[config.mk]
export PLATFORM = sky130hd
export DESIGN_NAME = mul_div_unit
export DESIGN_NICKNAME = d
export VERILOG_FILES = /design/src/rtl/mul_div_unit.sv
export SDC_FILE = /design/constraint.sdc
export NUM_CORES = 1
export LEC_CHECK = 0
export BUFFER_PORTS_ARGS = -buffer_cell sky130_fd_sc_hd__buf_2
export CORE_UTILIZATION = 40
export DETAILED_ROUTE_END_ITERATION = 6
export PLACE_DENSITY = 0.62
export SYNTH_ARGS = -nofsm -noshare
export SYNTH_HDL_FRONTEND = slang
export SYNTH_SLANG_ARGS = --single-unit
[constraint.sdc]
create_clock -name clk -period 9.6 [get_ports clk]
set_input_delay 0.48 -clock clk [delete_from_list [all_inputs] [get_ports clk]]
set_output_delay 0.48 -clock clk [all_outputs]
set_load 0.02 [all_outputs]
[src/rtl/mul_div_unit.sv]
// Iterative multiply/divide engine producing MIPS-style HI/LO results.
// One bit per cycle. Signed operations run on operand magnitudes, and the
// signs are applied in a single fix-up cycle before HI/LO are written.
//
// state | meaning
// IDLE  | waiting for an accepted start
// CALC  | ITER shift-add / restoring-divide iterations
// FIX   | apply signs, write hi/lo
// DONE  | one-cycle done pulse; a new start may be accepted here
module mul_div_unit #(
  parameter int WIDTH = 32,
  parameter int ITER  = WIDTH
) (
  input  logic             clk,
  input  logic             rst_n,
  input  logic             start,
  input  logic [3:0]       control,
  input  logic [WIDTH-1:0] in1,
  input  logic [WIDTH-1:0] in2,
  output logic             busy,
  output logic             done,
  output logic [WIDTH-1:0] hi,
  output logic [WIDTH-1:0] lo,
  output logic             div_by_zero
);

  localparam int CW = (ITER > 1) ? $clog2(ITER) : 1;
  localparam logic [CW-1:0] LAST = CW'(ITER - 1);

  typedef enum logic [1:0] {IDLE, CALC, FIX, DONE} state_t;

  state_t               state, state_next;
  logic [CW-1:0]        cnt;
  logic [2*WIDTH-1:0]   acc, acc_step, prod;
  logic [WIDTH-1:0]     op_b, mag1, mag2, quot, rem, fix_hi, fix_lo;
  logic [WIDTH:0]       mul_sum, div_shift, div_diff;
  logic                 op_div, op_signed, sign_a, sign_b;
  logic                 accept, in2_zero;

  assign in2_zero = (in2 == '0);
  assign accept   = start && (control[3:2] == 2'b11) && ((state == IDLE) || (state == DONE));
  assign mag1     = (control[1] && in1[WIDTH-1]) ? -in1 : in1;
  assign mag2     = (control[1] && in2[WIDTH-1]) ? -in2 : in2;

  // State register
  always_ff @(posedge clk) begin
    if (!rst_n) state <= IDLE;
    else        state <= state_next;
  end

  // Next-state logic; a divide by zero skips straight to DONE
  always_comb begin
    state_next = state;
    case (state)
      IDLE, DONE: begin
        if (accept) state_next = (control[0] && in2_zero) ? DONE : CALC;
        else        state_next = IDLE;
      end
      CALC:    if (cnt == LAST) state_next = FIX;
      FIX:     state_next = DONE;
      default: state_next = IDLE;
    endcase
  end

  // Status outputs decoded from state
  always_comb begin
    busy = 1'b0;
    done = 1'b0;
    case (state)
      CALC, FIX: busy = 1'b1;
      DONE:      done = 1'b1;
      default:   ;
    endcase
  end

  // One iteration step: acc holds {hi_part, multiplier} or {rem, quot}
  always_comb begin
    mul_sum   = {1'b0, acc[2*WIDTH-1:WIDTH]} + (acc[0] ? {1'b0, op_b} : '0);
    div_shift = acc[2*WIDTH-1:WIDTH-1];
    div_diff  = div_shift - {1'b0, op_b};
    if (op_div) begin
      if (div_diff[WIDTH]) acc_step = {div_shift[WIDTH-1:0], acc[WIDTH-2:0], 1'b0};
      else                 acc_step = {div_diff[WIDTH-1:0],  acc[WIDTH-2:0], 1'b1};
    end else begin
      acc_step = {mul_sum, acc[WIDTH-1:1]};
    end
  end

  // Sign fix-up; the remainder follows the dividend's sign
  always_comb begin
    prod   = (op_signed && (sign_a ^ sign_b)) ? -acc : acc;
    quot   = (op_signed && (sign_a ^ sign_b)) ? -acc[WIDTH-1:0] : acc[WIDTH-1:0];
    rem    = (op_signed && sign_a) ? -acc[2*WIDTH-1:WIDTH] : acc[2*WIDTH-1:WIDTH];
    fix_hi = op_div ? rem  : prod[2*WIDTH-1:WIDTH];
    fix_lo = op_div ? quot : prod[WIDTH-1:0];
  end

  // Operand latch, iteration datapath and result registers
  always_ff @(posedge clk) begin
    if (!rst_n) begin
      cnt         <= '0;
      acc         <= '0;
      op_b        <= '0;
      op_div      <= 1'b0;
      op_signed   <= 1'b0;
      sign_a      <= 1'b0;
      sign_b      <= 1'b0;
      hi          <= '0;
      lo          <= '0;
      div_by_zero <= 1'b0;
    end else if (accept) begin
      cnt         <= '0;
      op_div      <= control[0];
      op_signed   <= control[1];
      sign_a      <= in1[WIDTH-1];
      sign_b      <= in2[WIDTH-1];
      op_b        <= control[0] ? mag2 : mag1;
      acc         <= {{WIDTH{1'b0}}, (control[0] ? mag1 : mag2)};
      div_by_zero <= control[0] && in2_zero;
    end else if (state == CALC) begin
      cnt <= cnt + 1'b1;
      acc <= acc_step;
    end else if (state == FIX) begin
      hi <= fix_hi;
      lo <= fix_lo;
    end
  end

endmodule
# Word level (Yosys, flattened, before mapping)
# Cells that the tools add are included.
[classes]
bitwise_logic = 4
n_mux = 20
magnitude_cmp = 0
addsub = 8
eq_ne = 6
n_mul = 0
n_reduce_logical = 15
shifts = 0
div_mod_pow = 0
[ops]
columns = ["op", "count"]
rows = [
  ["32-bit 2-to-1 mux", 11],
  ["64-bit 2-to-1 mux", 3],
  ["32-bit negation", 4],
  ["64-bit negation", 1],
  ["32-bit by 32-bit adder with 33-bit output", 1],
  ["33-bit by 32-bit subtractor with 33-bit output", 1],
  ["32-bit zero test", 1],
  ["1-bit logical AND", 7],
  ["2-bit equality test (second input constant)", 3],
  ["2-bit 2-to-1 mux", 3],
  ["2-bit case mux with 3 select lines", 1],
  ["2-bit OR reduction", 3],
  ["5-bit by 1-bit adder with 5-bit output (second input constant)", 1],
  ["5-bit equality test (second input constant)", 1],
  ["1-bit NOT", 3],
  ["3-bit AND reduction", 1],
  ["2-bit by 1-bit equality test with 1-bit output (second input constant)", 1],
  ["2-bit zero test", 1],
  ["1-bit 2-to-1 mux", 2],
  ["2-bit != test (second input constant)", 1],
  ["2-bit nonzero test", 1],
  ["1-bit logical OR", 1],
  ["1-bit bitwise XOR", 1],
]
[word_totals]
mem_bits_rw = 0
mem_count = 0
reg_bits = 172
latchBits = 0
elab_cells = 65
romBits = 0
out_inout_bits = 67

# Longest topological paths before layout
[logic_depth]
word_depth = 5
mapped_depth = 14

# Least setup slack after synthesis
# No wires, ideal clock.
[synth_path]
kind = "reg2reg"
start = "register acc[32]"
end = "register acc[37]"
slack_ns = 6.385
arrival_ns = 3.080
n_path_buf = 2
required_ns = 9.465
period_less_slack_ns = 3.215
stages_incl_launch_ff = 14
setup_time_ns = 0.135
cell_sequence = "dfxtp_1 -> inv_1 -> fa_1 -> nand2b_1 -> a21o_1 -> a22o_1 -> o31ai_4 -> nor3_1 -> or3_4 -> and2_1 -> buf_6 -> buf_6 -> a211oi_1 -> o32ai_1"
[synth_between]
elab_chain_len = 3
word_cells_on_any_way = 4
cone_classes = "add/sub: 2; mux: 2"
[synth_rtl]
columns = ["element", "line_no", "rtl"]
rows = [
  ["start, declared", "34", "logic [2*WIDTH-1:0] acc, acc_step, prod;"],
  ["start signal, assigned", "118", "acc <= {{WIDTH{1'b0}}, (control[0] ? mag1 : mag2)};"],
  ["start signal, assigned", "122", "acc <= acc_step;"],
  ["33-bit by 32-bit subtractor with 33-bit output", "80", "div_diff = div_shift - {1'b0, op_b};"],
  ["64-bit 2-to-1 mux", "82", "if (div_diff[WIDTH]) acc_step = {div_shift[WIDTH-1:0], acc[WIDTH-2:0], 1'b0};"],
  ["64-bit 2-to-1 mux (*)", "81", "if (op_div) begin"],
]
# Every way passes the cells marked *; elsewhere a longest branch is shown, timed or not.
# A chain may end at the register's enable or synchronous reset.

# Worst setup path after layout
[layout_path]
start = "register acc[32]"
end = "register acc[0]"
[layout_between]
elab_chain_len = 5
[layout_rtl]
columns = ["element", "line_no", "rtl"]
rows = [
  ["33-bit by 32-bit subtractor with 33-bit output", "80", ""],
  ["64-bit 2-to-1 mux", "82", ""],
  ["64-bit 2-to-1 mux", "81", ""],
  ["32-bit 2-to-1 mux", "120", "end else if (state == CALC) begin"],
  ["32-bit 2-to-1 mux", "111", "end else if (accept) begin"],
]
# Every way passes these cells. The select of a mux whose other input is x is not followed.

==> flow_summary_export.csv <==
group,metric,value,unit
finish,fill_cells,3688,
sta,fmax,205.9,MHz
sta,worstMarginPinSlew,1.197,ns
finish,fin_nets,2118,
floorplanning,io-pin-count,138,
power_and_ir_drop,p_total,3.503,mW
yosys,synth_simple_gate_area_share,21.39,%
power_and_ir_drop,p_per_area,219.3,nW/um^2
sta,rsz0062_at_grt,"no",
global_route,track_usage,27.22,%
detailed_routing,vias,14750,
worst_setup_path,critPathArrivalTime,5.20,ns
detailed_routing,vias_per_cell,6.033,
yosys,synth-compound-area-share,28.04,%
clock_tree,cts_hold_buf,0,
clock_tree,post_cts_buffers,0,
worst_setup_path,rr_startpoint,"acc[32]",
finish,area_growth,10.64,%
sta,hold_viol,0,
worst_setup_path,path_max_fanout,27,
power_and_ir_drop,sw_frac_of_total,45.53,%
floorplanning,fp-row-count,69,
sta,final-max-slew-violation-count,0,
yosys,synthCells,1927,
yosys,netlist.area_leader.share,23.86,%
clock_tree,clockBufferDepth,2,
clock_tree,cts_resized,0,
sta,period_share,50.59,%
clock_tree,h-tree-depth,4,
yosys,synth.area.mux_share,4.334,%
power_and_ir_drop,p_int,1.908,mW
yosys,synth_top_family_by_area,"compound AO/OA/AOI/OAI gates",
detailed_routing,ant_nets,0,
sta,maxSlewHeadroom,20.18,%
detailed_routing,wl_per_cell,20.49,um
yosys,synthTopCellsByCount,"nand2_1, dfxtp_1, o21ai_0, nor2_1, a21oi_1",
yosys,synth_xor_xnor_area_share,10.68,%
global_route,grt-ovfl-total,0,
finish,layoutNonFillerInstCount,2445,
sta,fin_hold_ws,0.3434,ns
floorplanning,fp.dieW,192.0,um
floorplanning,die_h,192.0,um
finish,layout-drive-gt1-share,11.39,%
yosys,syn-mean-instance-area,7.490,sq um
worst_setup_path,worstSetupEndpointType,"flop",
clock_tree,cts-buffers-inserted,17,
yosys,synth.largest_area_cell,"dfxtp_1",
yosys,yosys-top-cells-area,"dfxtp_1, ha_1, nand2_1",
worst_hold_path,min_to,"sign_a",
sta,setup_tns,0,ns
power_and_ir_drop,p_clk_share,21.9,%
floorplanning,dieArea,36850,sq um
global_route,grt_pass1_vias,14030,
power_and_ir_drop,p_sw,1.595,mW
worst_hold_path,holdCritStartpoint,"in1[31]",
finish,multi_input_area,10280,sq um
placement,place_congestion,0.9630,
power_and_ir_drop,p_leak,6.599,nW
sta,clock_skew,0.01129,ns
finish,seq_area,3445,sq um
finish,diodes,0,
run,drv_cap,0,
global_route,grt_max_degree,86,
sta,finalSetupViolCount,0,
sta,fin_crit,4.857,ns
detailed_routing,drc,0,
yosys,ys_ff_latch,172,
yosys,synth_cell_types,81,
global_route,antenna_found_initial,0,
worst_setup_path,reg2reg_slack,4.74,ns
worst_setup_path,critPathRequiredTime,9.94,ns
power_and_ir_drop,pwr-share-comb,50.3,%
worst_hold_path,hold_class,"in -> reg",
worst_setup_path,start_kind,"flop",
clock_tree,root_buffer,"clkbuf_16",
clock_tree,clkSinkCount,172,
yosys,synthesis.nets,2073,
worst_setup_path,timing.rr.end,"acc[0]",
worst_hold_path,holdPathStages,3,
placement,dpl.cell_count,2414,
worst_setup_path,rr_worst_depth,11,
placement,hpwl,37920,um
clock_tree,cts_tree,"done",
yosys,synthArstFlopShare,0,%
detailed_routing,routed_wl,50100,um
yosys,ys_seq_area_share,23.86,%
yosys,synthAdderAreaFrac,6.605,%
placement,port_buffers,137,
power_and_ir_drop,p_seq_share,27.8,%
yosys,ys.flop_type,"dfxtp_1",
detailed_routing,firstDrtPassIters,6,
clock_tree,clk_pin_slew,0.07,ns
power_and_ir_drop,ir_drop,0.0001453,V
yosys,synth_warnings,0,
yosys,synth_edf_count,0,
global_route,grt_pass1_wl,78240,um
floorplanning,start_util,40.58,%
worst_setup_path,worstSetupPathType,"reg -> reg",
floorplanning,core_area,35570,sq um
yosys,syn-cell-area,14430,sq um
detailed_routing,first_iter_violations,1232,
yosys,yosysMostFrequentCell,"nand2_1",
clock_tree,clock_latency,0.44,ns
status,status,"finished, final reports clean",
==> how the worst max path moves through the flow <==
stage	from	endpoint	slack, ns	depth (start not counted)
3_3_place_gp	acc[32]	acc[0]	4.99	11
3_5_place_dp	acc[32]	acc[0]	4.90	11
4_1_cts	acc[32]	acc[0]	4.89	11
6_report	acc[32]	acc[0]	4.74	11
2_1_floorplan	acc[32]	acc[37]	6.39	13
5_1_grt	acc[32]	acc[0]	4.48	11
==> state kept, by name, summed over array words and instances, names as in the netlist <==
name         cells
div_by_zero      1
op_signed        1
acc             64
op_b            32
sign_b           1
cnt              5
lo              32
hi              32
op_div           1
state            2
sign_a           1
==> power groups by stage <==
stage               registers, mW  logic [mW]  clock network, mW
finish                      0.973        1.76              0.767
global route                0.989        1.91              0.804
CTS                         0.971        1.74              0.772
detailed placement          0.987        1.73                  0
global placement            0.983        1.72                  0
floorplan                   0.995        1.22                  0
==> area by class of cell <==
cell class	instances	share of cell area (%)
Multi-Input combinational cell	1566	64.37
Sequential cell	172	21.57
Timing Repair Buffer	152	5.014
Tap cell	461	3.612
Clock buffer	17	2.664
Inverter	63	1.481
Clock inverter	14	1.285
==> kinds of logic (layout without fill, tap and decap cells) <==
family          Yosys count  in the layout
simple gates            633            633
compound gates          620            620
buf+inv                 189            246
xor+xnor                176            176
flops                   172            172
fa+ha+maj                75             75
mux                      62             62
==> per-stage QoR <==
stage                     cell area (sq um)  setup slack [ns]  utilization (%)
after global routing                  15970             4.481            44.90
after detailed placement              15340             4.899            43.12
after floorplan                       14430             6.385                -
after CTS                             15970             4.893            44.90
after global placement                15340             4.989            43.12
final                                 15970             4.743            44.90
==> routing by layer <==
metal | global-route usage [%] | vias up | share of wire [%] | wire, um
li1 | - | 7081 | - | -
met1 | 35.46 | 6974 | 44 | 21910
met2 | 45.06 | 591 | 46 | 23200
met3 | 3.143 | 105 | 5.8 | 2920
met4 | 11.84 | 0 | 4.1 | 2068
met5 | 0 | - | 0 | 0
==> worst max-delay path, stage by stage (launching register included) <==
cell and delay [ns]:
dfxtp_1 0.53, inv_1 0.18, fa_1 0.49, nand2b_1 0.19, a21o_1 0.22, a22o_1 0.28
o31ai_4 0.26, nor3_1 0.10, o21ai_1 0.89, and2_1 1.06, a21oi_1 0.19, o311a_1 0.36
==> placed cells by master, fill, tap and decap left out, types with 21 or more instances in the layout <==
cell type  instances
nor3_1            39
nor2_1           150
o21ai_0          162
ha_1              71
a21o_1            24
a211oi_1          24
mux2i_1           58
a21oi_1          141
dfxtp_1          171
inv_1             61
o211a_1           39
nor4_1            21
o211ai_1          50
a21boi_0          24
xnor2_1           88
nand3_1           42
xor2_1            88
buf_2            136
o31ai_1           27
a31oi_1           29
and2_1            28
nand2_1          217
Note: power is estimated with default switching activity, not from simulation.
